<file path="config.mk">
export PLATFORM = sky130hd
export DESIGN_NAME = pmu_axi_sampler
export DESIGN_NICKNAME = d
export VERILOG_FILES = /design/src/rtl/pmu_pkg.sv /design/src/rtl/pmu_axi_sampler.sv
export SDC_FILE = /design/constraint.sdc
export NUM_CORES = 1
export LEC_CHECK = 0
export ABC_CLOCK_PERIOD_IN_PS = 7300
export CORE_MARGIN = 8
export CORE_UTILIZATION = 35
export DETAILED_ROUTE_END_ITERATION = 16
export HOLD_SLACK_MARGIN = 0.12
export PLACE_DENSITY = 0.62
export SLEW_MARGIN = 20
export SYNTH_ARGS = -nofsm -noshare
export SYNTH_HDL_FRONTEND = slang
export SYNTH_SLANG_ARGS = --single-unit
</file>
<file path="constraint.sdc">
create_clock -name noc_clk -period 7.3 [get_ports noc_clk]
set_input_delay 1.46 -clock noc_clk [delete_from_list [all_inputs] [get_ports noc_clk]]
set_output_delay 1.46 -clock noc_clk [all_outputs]
set_load 0.02 [all_outputs]
</file>
<file path="src/rtl/pmu_pkg.sv">
// Shared types and helpers for the PMU AXI-lite sampler.
package pmu_pkg;

  // Sweep FSM states.
  typedef enum logic [2:0] {
    StIdle,
    StAddr,
    StResp,
    StEmit,
    StDone
  } pmu_state_e;

  // AXI read response code for a successful access.
  localparam logic [1:0] RespOkay = 2'b00;

  // Byte offset of a PMU register: ({tile, reg} << align_w), with each index clipped to its
  // field width so an oversized index cannot spill into the neighbouring field.
  function automatic logic [63:0] pmu_reg_offset(input logic [31:0] tile,
                                                 input logic [31:0] reg_idx,
                                                 input int unsigned tile_w,
                                                 input int unsigned reg_w,
                                                 input int unsigned align_w);
    logic [63:0] t;
    logic [63:0] r;
    t = 64'(tile) & ((64'd1 << tile_w) - 64'd1);
    r = 64'(reg_idx) & ((64'd1 << reg_w) - 64'd1);
    return ((t << reg_w) | r) << align_w;
  endfunction

endpackage

</file>
<file path="src/rtl/pmu_axi_sampler.sv">
// Walks every PMU register of every tile over AXI-lite reads (one outstanding at a time) and
// streams each value out with its tile/register index.
module pmu_axi_sampler
  import pmu_pkg::*;
#(
  parameter int unsigned DATA_WIDTH         = 64,
  parameter int unsigned ADDRESS_WIDTH      = 64,
  parameter int unsigned TILE_COUNT         = 1,
  parameter int unsigned EVENT_SIGNAL_COUNT = 25,
  parameter int unsigned ADDR_REG_WIDTH     = 6,
  parameter int unsigned ADDR_TILE_WIDTH    = 7,
  parameter int unsigned ADDR_ALIGN_WIDTH   = 3,
  parameter int unsigned TIMEOUT_CYCLES     = 1024
) (
  input  logic                       noc_clk,
  input  logic                       rst,
  input  logic                       start_i,
  input  logic [ADDRESS_WIDTH-1:0]   base_addr_i,
  output logic                       busy_o,
  output logic                       done_o,
  output logic                       err_o,
  output logic [ADDRESS_WIDTH-1:0]   m_axi_araddr,
  output logic [2:0]                 m_axi_arprot,
  output logic                       m_axi_arvalid,
  input  logic                       m_axi_arready,
  input  logic [DATA_WIDTH-1:0]      m_axi_rdata,
  input  logic [1:0]                 m_axi_rresp,
  input  logic                       m_axi_rvalid,
  output logic                       m_axi_rready,
  output logic                       m_axi_awvalid,
  output logic                       m_axi_wvalid,
  output logic                       m_axi_bready,
  output logic                       sample_valid_o,
  input  logic                       sample_ready_i,
  output logic [ADDR_TILE_WIDTH-1:0] sample_tile_o,
  output logic [ADDR_REG_WIDTH-1:0]  sample_reg_o,
  output logic [DATA_WIDTH-1:0]      sample_data_o,
  output logic                       sample_last_o
);

  // Index counters hold TILE_COUNT / EVENT_SIGNAL_COUNT without wrapping.
  localparam int unsigned TileW = $clog2(TILE_COUNT + 1);
  localparam int unsigned RegW  = $clog2(EVENT_SIGNAL_COUNT + 1);
  // One extra value of headroom: a late AR handshake may land exactly on the limit.
  localparam int unsigned TmoW  = $clog2(TIMEOUT_CYCLES + 2);

  localparam logic [TileW-1:0] TileLast = TileW'(TILE_COUNT - 1);
  localparam logic [RegW-1:0]  RegLast  = RegW'(EVENT_SIGNAL_COUNT);
  localparam logic [TmoW-1:0]  TmoLimit = TmoW'(TIMEOUT_CYCLES);

  pmu_state_e               state_q;
  logic [ADDRESS_WIDTH-1:0] base_q;
  logic [TileW-1:0]         tile_q;
  logic [RegW-1:0]          reg_q;
  logic [TmoW-1:0]          tmo_q;

  logic                       busy_q;
  logic                       done_q;
  logic                       err_q;
  logic [ADDRESS_WIDTH-1:0]   araddr_q;
  logic                       arvalid_q;
  logic                       rready_q;
  logic                       svalid_q;
  logic [ADDR_TILE_WIDTH-1:0] stile_q;
  logic [ADDR_REG_WIDTH-1:0]  sreg_q;
  logic [DATA_WIDTH-1:0]      sdata_q;
  logic                       slast_q;

  logic                       is_last;
  logic [TileW-1:0]           tile_nxt;
  logic [RegW-1:0]            reg_nxt;
  logic [ADDRESS_WIDTH-1:0]   araddr_nxt;
  logic [TmoW-1:0]            tmo_inc;
  logic                       tmo_hit;

  // Next register in tile-major, register-ascending order, and the address it lives at.
  always_comb begin
    is_last  = (tile_q == TileLast) && (reg_q == RegLast);
    tile_nxt = tile_q;
    reg_nxt  = reg_q + RegW'(1);
    if (reg_q == RegLast) begin
      tile_nxt = tile_q + TileW'(1);
      reg_nxt  = '0;
    end
    araddr_nxt = base_q + ADDRESS_WIDTH'(pmu_reg_offset(32'(tile_nxt), 32'(reg_nxt),
                                                        ADDR_TILE_WIDTH, ADDR_REG_WIDTH,
                                                        ADDR_ALIGN_WIDTH));
    tmo_inc = tmo_q + TmoW'(1);
    tmo_hit = tmo_inc >= TmoLimit;
  end

  // Sweep FSM with index/timeout counters and registered outputs.
  always_ff @(posedge noc_clk) begin
    if (!rst) begin
      state_q   <= StIdle;
      base_q    <= '0;
      tile_q    <= '0;
      reg_q     <= '0;
      tmo_q     <= '0;
      busy_q    <= 1'b0;
      done_q    <= 1'b0;
      err_q     <= 1'b0;
      araddr_q  <= '0;
      arvalid_q <= 1'b0;
      rready_q  <= 1'b0;
      svalid_q  <= 1'b0;
      stile_q   <= '0;
      sreg_q    <= '0;
      sdata_q   <= '0;
      slast_q   <= 1'b0;
    end else begin
      done_q <= 1'b0;
      unique case (state_q)
        StIdle: begin
          if (start_i) begin
            base_q    <= base_addr_i;
            tile_q    <= '0;
            reg_q     <= '0;
            tmo_q     <= '0;
            err_q     <= 1'b0;
            araddr_q  <= base_addr_i;
            arvalid_q <= 1'b1;
            busy_q    <= 1'b1;
            state_q   <= StAddr;
          end
        end
        StAddr: begin
          tmo_q <= tmo_inc;
          if (m_axi_arready) begin
            arvalid_q <= 1'b0;
            rready_q  <= 1'b1;
            state_q   <= StResp;
          end else if (tmo_hit) begin
            arvalid_q <= 1'b0;
            err_q     <= 1'b1;
            busy_q    <= 1'b0;
            done_q    <= 1'b1;
            state_q   <= StDone;
          end
        end
        StResp: begin
          tmo_q <= tmo_inc;
          if (m_axi_rvalid) begin
            rready_q <= 1'b0;
            svalid_q <= 1'b1;
            stile_q  <= ADDR_TILE_WIDTH'(tile_q);
            sreg_q   <= ADDR_REG_WIDTH'(reg_q);
            sdata_q  <= m_axi_rdata;
            slast_q  <= is_last;
            if (m_axi_rresp != RespOkay) err_q <= 1'b1;
            state_q  <= StEmit;
          end else if (tmo_hit) begin
            // Abandon the read: no sample is produced for this register.
            rready_q <= 1'b0;
            err_q    <= 1'b1;
            busy_q   <= 1'b0;
            done_q   <= 1'b1;
            state_q  <= StDone;
          end
        end
        StEmit: begin
          if (sample_ready_i) begin
            svalid_q <= 1'b0;
            if (is_last) begin
              busy_q  <= 1'b0;
              done_q  <= 1'b1;
              state_q <= StDone;
            end else begin
              tile_q    <= tile_nxt;
              reg_q     <= reg_nxt;
              tmo_q     <= '0;
              araddr_q  <= araddr_nxt;
              arvalid_q <= 1'b1;
              state_q   <= StAddr;
            end
          end
        end
        StDone: begin
          state_q <= StIdle;
        end
        default: begin
          state_q <= StIdle;
        end
      endcase
    end
  end

  assign busy_o         = busy_q;
  assign done_o         = done_q;
  assign err_o          = err_q;
  assign m_axi_araddr   = araddr_q;
  assign m_axi_arprot   = 3'b000;
  assign m_axi_arvalid  = arvalid_q;
  assign m_axi_rready   = rready_q;
  assign m_axi_awvalid  = 1'b0;
  assign m_axi_wvalid   = 1'b0;
  assign m_axi_bready   = 1'b1;
  assign sample_valid_o = svalid_q;
  assign sample_tile_o  = stile_q;
  assign sample_reg_o   = sreg_q;
  assign sample_data_o  = sdata_q;
  assign sample_last_o  = slast_q;

endmodule

</file>
; ---- Word level (Yosys, flattened, before mapping)
; Index checks and enable logic that the tools add are counted.
[classes]
n_addsub = 4
n_lt_le_gt_ge = 1
eq_ne = 15
mux = 54
bitwise_logic = 2
reduce_logical = 21
[op_table]
columns = operator, n
row1 = two-way mux 64 bit, 3
row2 = case mux 64 bit (2 select lines), 1
row3 = adder 64 x 10 -> 64 bit, 1
row4 = two-way mux 11 bit, 3
row5 = case mux 11 bit (3 select lines), 1
row6 = two-way mux 1 bit, 27
row7 = two-way mux 5 bit, 4
row8 = two-way mux 3 bit, 6
row9 = inequality test 2 bit (second input constant), 8
row10 = case mux 3 bit (4 select lines), 1
row11 = AND reduction 4 bit, 3
row12 = adder 11 x 1 -> 11 bit (second input constant), 1
row13 = >= comparator 11 bit (second input constant), 1
row14 = case mux 5 bit (2 select lines), 1
row15 = inequality test 3 bit (second input constant), 3
row16 = case mux 1 bit (3 select lines), 3
row17 = nonzero test 3 bit, 3
row18 = nonzero test 2 bit, 4
row19 = OR 7 x 5 -> 7 bit, 1
row20 = == test 3 x 2 -> 1 bit (second input constant), 2
row21 = case mux 1 bit (2 select lines), 3
row22 = AND reduction 2 bit, 3
row23 = AND reduction 3 bit, 2
row24 = AND reduction 6 bit, 1
row25 = other kinds (11), 11
[totals]
register_bits = 225

; ---- Longest topological paths before layout
[depth]
depth_word = 7
mapped_depth = 14
depth_no_buf = 12

; ---- Least setup slack after synthesis
; No wires, ideal clock.
[synth_timing]
path_type = flip-flop to flip-flop
from = register reg_q[1]
to = register araddr_q[63], in the netlist m_axi_araddr[63]
setup_time_ns = 0.136
t_arrival_ns = 3.083
required_ns = 7.164
slack_ns = 4.080
path_stages_with_launch = 15
period_less_slack_ns = 3.220
path_cell_list = dfxtp_1 inv_1 ha_1 and4b_1 clkbuf_1 ha_1 inv_1 ha_1 nand2_1 o32a_4 or4_4 buf_6 nor4_4 xnor2_1 o22ai_1
[synth_via]
elab_chain_cells = 7
elab_cells_between_ends = 12
[synth_rtl]
columns = item, line
row1 = from (decl), pmu_axi_sampler.sv:54  ; logic [RegW-1:0] reg_q;
row2 = from (signal assigned), pmu_axi_sampler.sv:170  ; reg_q <= reg_nxt;
row3 = adder 5 x 1 -> 5 bit / == test 5 bit (equally long branches), "pmu_axi_sampler.sv:80, pmu_axi_sampler.sv:78, pmu_axi_sampler.sv:81"
row4 = two-way mux 5 bit / two-way mux 1 bit (equally long branches), pmu_axi_sampler.sv:81  ; if (reg_q == RegLast) begin
row5 = OR 7 x 5 -> 7 bit, pmu_pkg.sv:27  ; return ((t << reg_w) | r) << align_w;
row6 = adder 64 x 10 -> 64 bit, pmu_axi_sampler.sv:85  ; araddr_nxt = base_q + ADDRESS_WIDTH'(pmu_reg_offset(32'(tile_nxt), 32'(reg_nxt),
row7 = two-way mux 64 bit, pmu_axi_sampler.sv:164  ; if (is_last) begin
row8 = two-way mux 64 bit, pmu_axi_sampler.sv:162  ; if (sample_ready_i) begin
row9 = case mux 64 bit (2 select lines), pmu_axi_sampler.sv:113  ; unique case (state_q)
row10 = to (signal assigned), pmu_axi_sampler.sv:121  ; araddr_q <= base_addr_i;
row11 = to (signal assigned), pmu_axi_sampler.sv:172  ; araddr_q <= araddr_nxt;
row12 = to (decl), pmu_axi_sampler.sv:60  ; logic [ADDRESS_WIDTH-1:0] araddr_q;
; Several ways; a longest one is shown, not always the timed one. The select of a mux whose other input is x is not followed.
; A chain may end at the register's enable or synchronous reset.

; ---- Worst setup path in the final report
[layout_timing]
from = input port start_i
to = register araddr_q[30], in the netlist m_axi_araddr[30]
[layout_via]
elab_chain_cells = 2
[layout_rtl]
columns = item, line
row1 = from (decl), pmu_axi_sampler.sv:17  ; input logic start_i,
row2 = inequality test 2 bit (no line), --
row3 = AND reduction 4 bit (no line), --
; No other way between the ends.

==> metrics.cfg <==
[cells_and_area]
postLayoutCoreUtil_pct=49.4
fin_nets=1627
mostFrequentLayoutCells=334 x nand2_1, 276 x clkdlybuf4s50_1, 225 x dfxtp_1, 161 x a21oi_1, 46 x nor2_1
design_area_mm2=0.0138
drive_gt1_share_pct=4.74
synthToLayoutAreaGrowth_pct=38.3
antenna_cells=0
layout_commonest_cell=nand2_1
instances_no_fill=1876
n_fill_cell=2713

[clock_network]
cts.sinks=225
tritoncts=done
htree_num_levels=1
root_buffer=clkbuf_16
clk_latency_ns=0.51
ctsResizeCount=0
hold_buffers=0
cts.clk_slew.worst_paths_ns=0.06
cts-buffers-inserted=25
clockBufferDepth=3
postCtsSetupBuffers=0

[worst_setup_path]
critPathKind=in2reg
cp_top_family=simple AND/OR/NAND/NOR gates
crit_buf_inv=2
arrival_ns=4.99
worst-path-max-fanout=33
crit_slowest_cell=a21oi_4
reg2reg_depth=11
endpoint_kind=flop
path_cells=clkdlybuf4s50_1 > or3b_2 > a21oi_4 > nand3_1 > buf_4 > or4_1 > o211ai_1
critPathLaunchType=primary input
required_ns=7.73
cp.depth=7
slowest_delay_ns=0.78

[power_and_ir_drop]
p_seq_share_pct=40.1
p_sw_mw=1.23
swShare_pct=32.2
internal-power_mw=2.58
power_mw=3.81
vdd_drop_max_v=0.000173
power_density_mw_per_mm2=277
pwr-share-comb_pct=26.6
leakagePower_nw=4.74
clockPowerShare_pct=33.3

[global_route]
first_global_vias=9329
grt_max_degree=113
grtUsageTotal_pct=18.7
grt.overflow.total=0
grt_pass1_wl_um=51900
grt_antenna_before_repair=0

[floorplanning]
num_rows=61
start_util_pct=35.7
die_h_um=185
die_width_um=185
coreArea_mm2=0.0279
boundaryPins=290
die_area_mm2=0.0341

[detailed_routing]
vias_per_cell=5.13
drt-initial-drc-count=713
antenna_left=0
drc=0
dr.pass1.iters=7
wl_per_cell_um=17.8
drt-total-wl_um=33400
vias=9628

[synthesis]
avgSynthCellArea_um2=7.97
netlist_top_cells_area=dfxtp_1 45%, nand2_1 13%, a21oi_1 8.1%
netlist.area_leader.share_pct=45.3
synthFlopType=dfxtp_1
synth_top_cell_by_area=dfxtp_1
ys_seq_area_share_pct=45.3
syn_inst=1248
async_reset_ff_share_pct=0
syn_area_mm2=0.00995
postSynthRegisterBits=225
synth_edf_count=0
synth_cell_types=66
yosysWarnings=0

[job]
drv_cap=0

[placed_design]
dpl_worst_slack_ns=2.17
dp_cells=1831
port_buffers=276
postPlaceCellArea_mm2=0.0129
hpwlAfterDp_um=23100
finalWeightedCongestion=0.823

[timing]
maxSlewViolCount=0
rsz0062_at_grt=false
hold-worst-slack_ns=0.451
tightest_slew_ns=0.948
slew_headroom_pct=36.6
setup_slack_ns=2.74
setup_violations=0
tns_ns=0
final.setup_skew_ns=0.0104
hold_viol=0
fin_crit_sh_pct=62.5
timing.fmax_mhz=219
fin_crit_ns=4.56

[worst_hold_path]
whs_path_depth=2
hp-class=reg2reg

[run_status]
status=finished, final reports clean

path summary, 6_finish.rpt:
| kind | start | endpoint | slack [ns] |
|---|---|---|---|
| setup / recovery | start_i | m_axi_araddr[30]$_SDFFE_PN0P_ | 2.74 |
| hold / removal | sample_data_o[12]$_SDFFE_PN0P_ | sample_data_o[12]$_SDFFE_PN0P_ | 0.45 |
| setup reg to reg | reg_q[1]$_SDFFE_PN0P_ | m_axi_araddr[30]$_SDFFE_PN0P_ | 3.00 |
| hold reg to reg | sample_data_o[12]$_SDFFE_PN0P_ | sample_data_o[12]$_SDFFE_PN0P_ | 0.45 |
power by group through the flow:
stage / Clock (mW) / Sequential [mW] / Combinational (mW)
2_1_floorplan: 0 / 1.64 / 0.476
3_3_place_gp: 0 / 1.55 / 1.01
3_5_place_dp: 0 / 1.55 / 1.02
4_1_cts: 1.31 / 1.53 / 1.03
5_1_grt: 1.36 / 1.55 / 1.11
6_report: 1.27 / 1.53 / 1.01
state kept, by name (all words and copies together), names as in the netlist:
signal,flops
base_q,64
busy_o,1
done_o,1
err_o,1
m_axi_araddr,64
m_axi_arvalid,1
m_axi_rready,1
reg_q,5
sample_data_o,64
sample_last_o,1
sample_reg_o,5
sample_tile_o,1
sample_valid_o,1
state_q,3
tile_q,1
tmo_q,11
final cells by class:
| class | instances | area, um^2 | share of cell area [%] |
|---|---|---|---|
| Clock buffer | 40 | 752 | 5.47 |
| Clock inverter | 5 | 75.1 | 0.546 |
| Inverter | 14 | 57.6 | 0.418 |
| Multi-Input combinational cell | 925 | 5030 | 36.6 |
| Sequential cell | 225 | 4500 | 32.7 |
| Tap cell | 378 | 473 | 3.44 |
| Timing Repair Buffer | 289 | 2860 | 20.8 |
tightest hold or removal path, cell delays in order (launching register included):
cell     delay, ns
dfxtp_1       0.30
nand2_1       0.05
a21oi_1       0.05
cell usage after synthesis, types with 11 or more instances:
cell type and instances:
xor2_1 30, nand4_1 21, nand3_1 34, o22ai_1 16, dfxtp_1 225, a22oi_1 22
inv_1 13, nand2_1 335, clkbuf_1 67, a21oi_1 161, xnor2_1 35, and3_1 12
nor3_1 13, buf_4 14, o21ai_0 44, a21boi_0 17, a311oi_1 11, nor2_1 48
routing by layer:
layer | track usage, % | routed length, um | share of wire (%) | vias to the layer above
met5 | 0 | 0 | 0 | -
met4 | 5.10 | 837 | 2.5 | 0
met3 | 6.69 | 3460 | 10 | 59
met2 | 29.7 | 14800 | 44 | 364
met1 | 23.6 | 14300 | 43 | 4444
li1 | - | - | - | 4761
logic make-up after synthesis:
logic type | synth area share (%)
AO/OA/AOI/OAI | 19.8
XOR/XNOR | 5.72
adder cells (fa/ha/maj) | 1.46
buffers and inverters | 4.76
flip-flops | 45.3
multiplexers | 0.315
other | 0.0755
AND/OR/NAND/NOR | 22.6
Power figures use the tool's default switching activity.
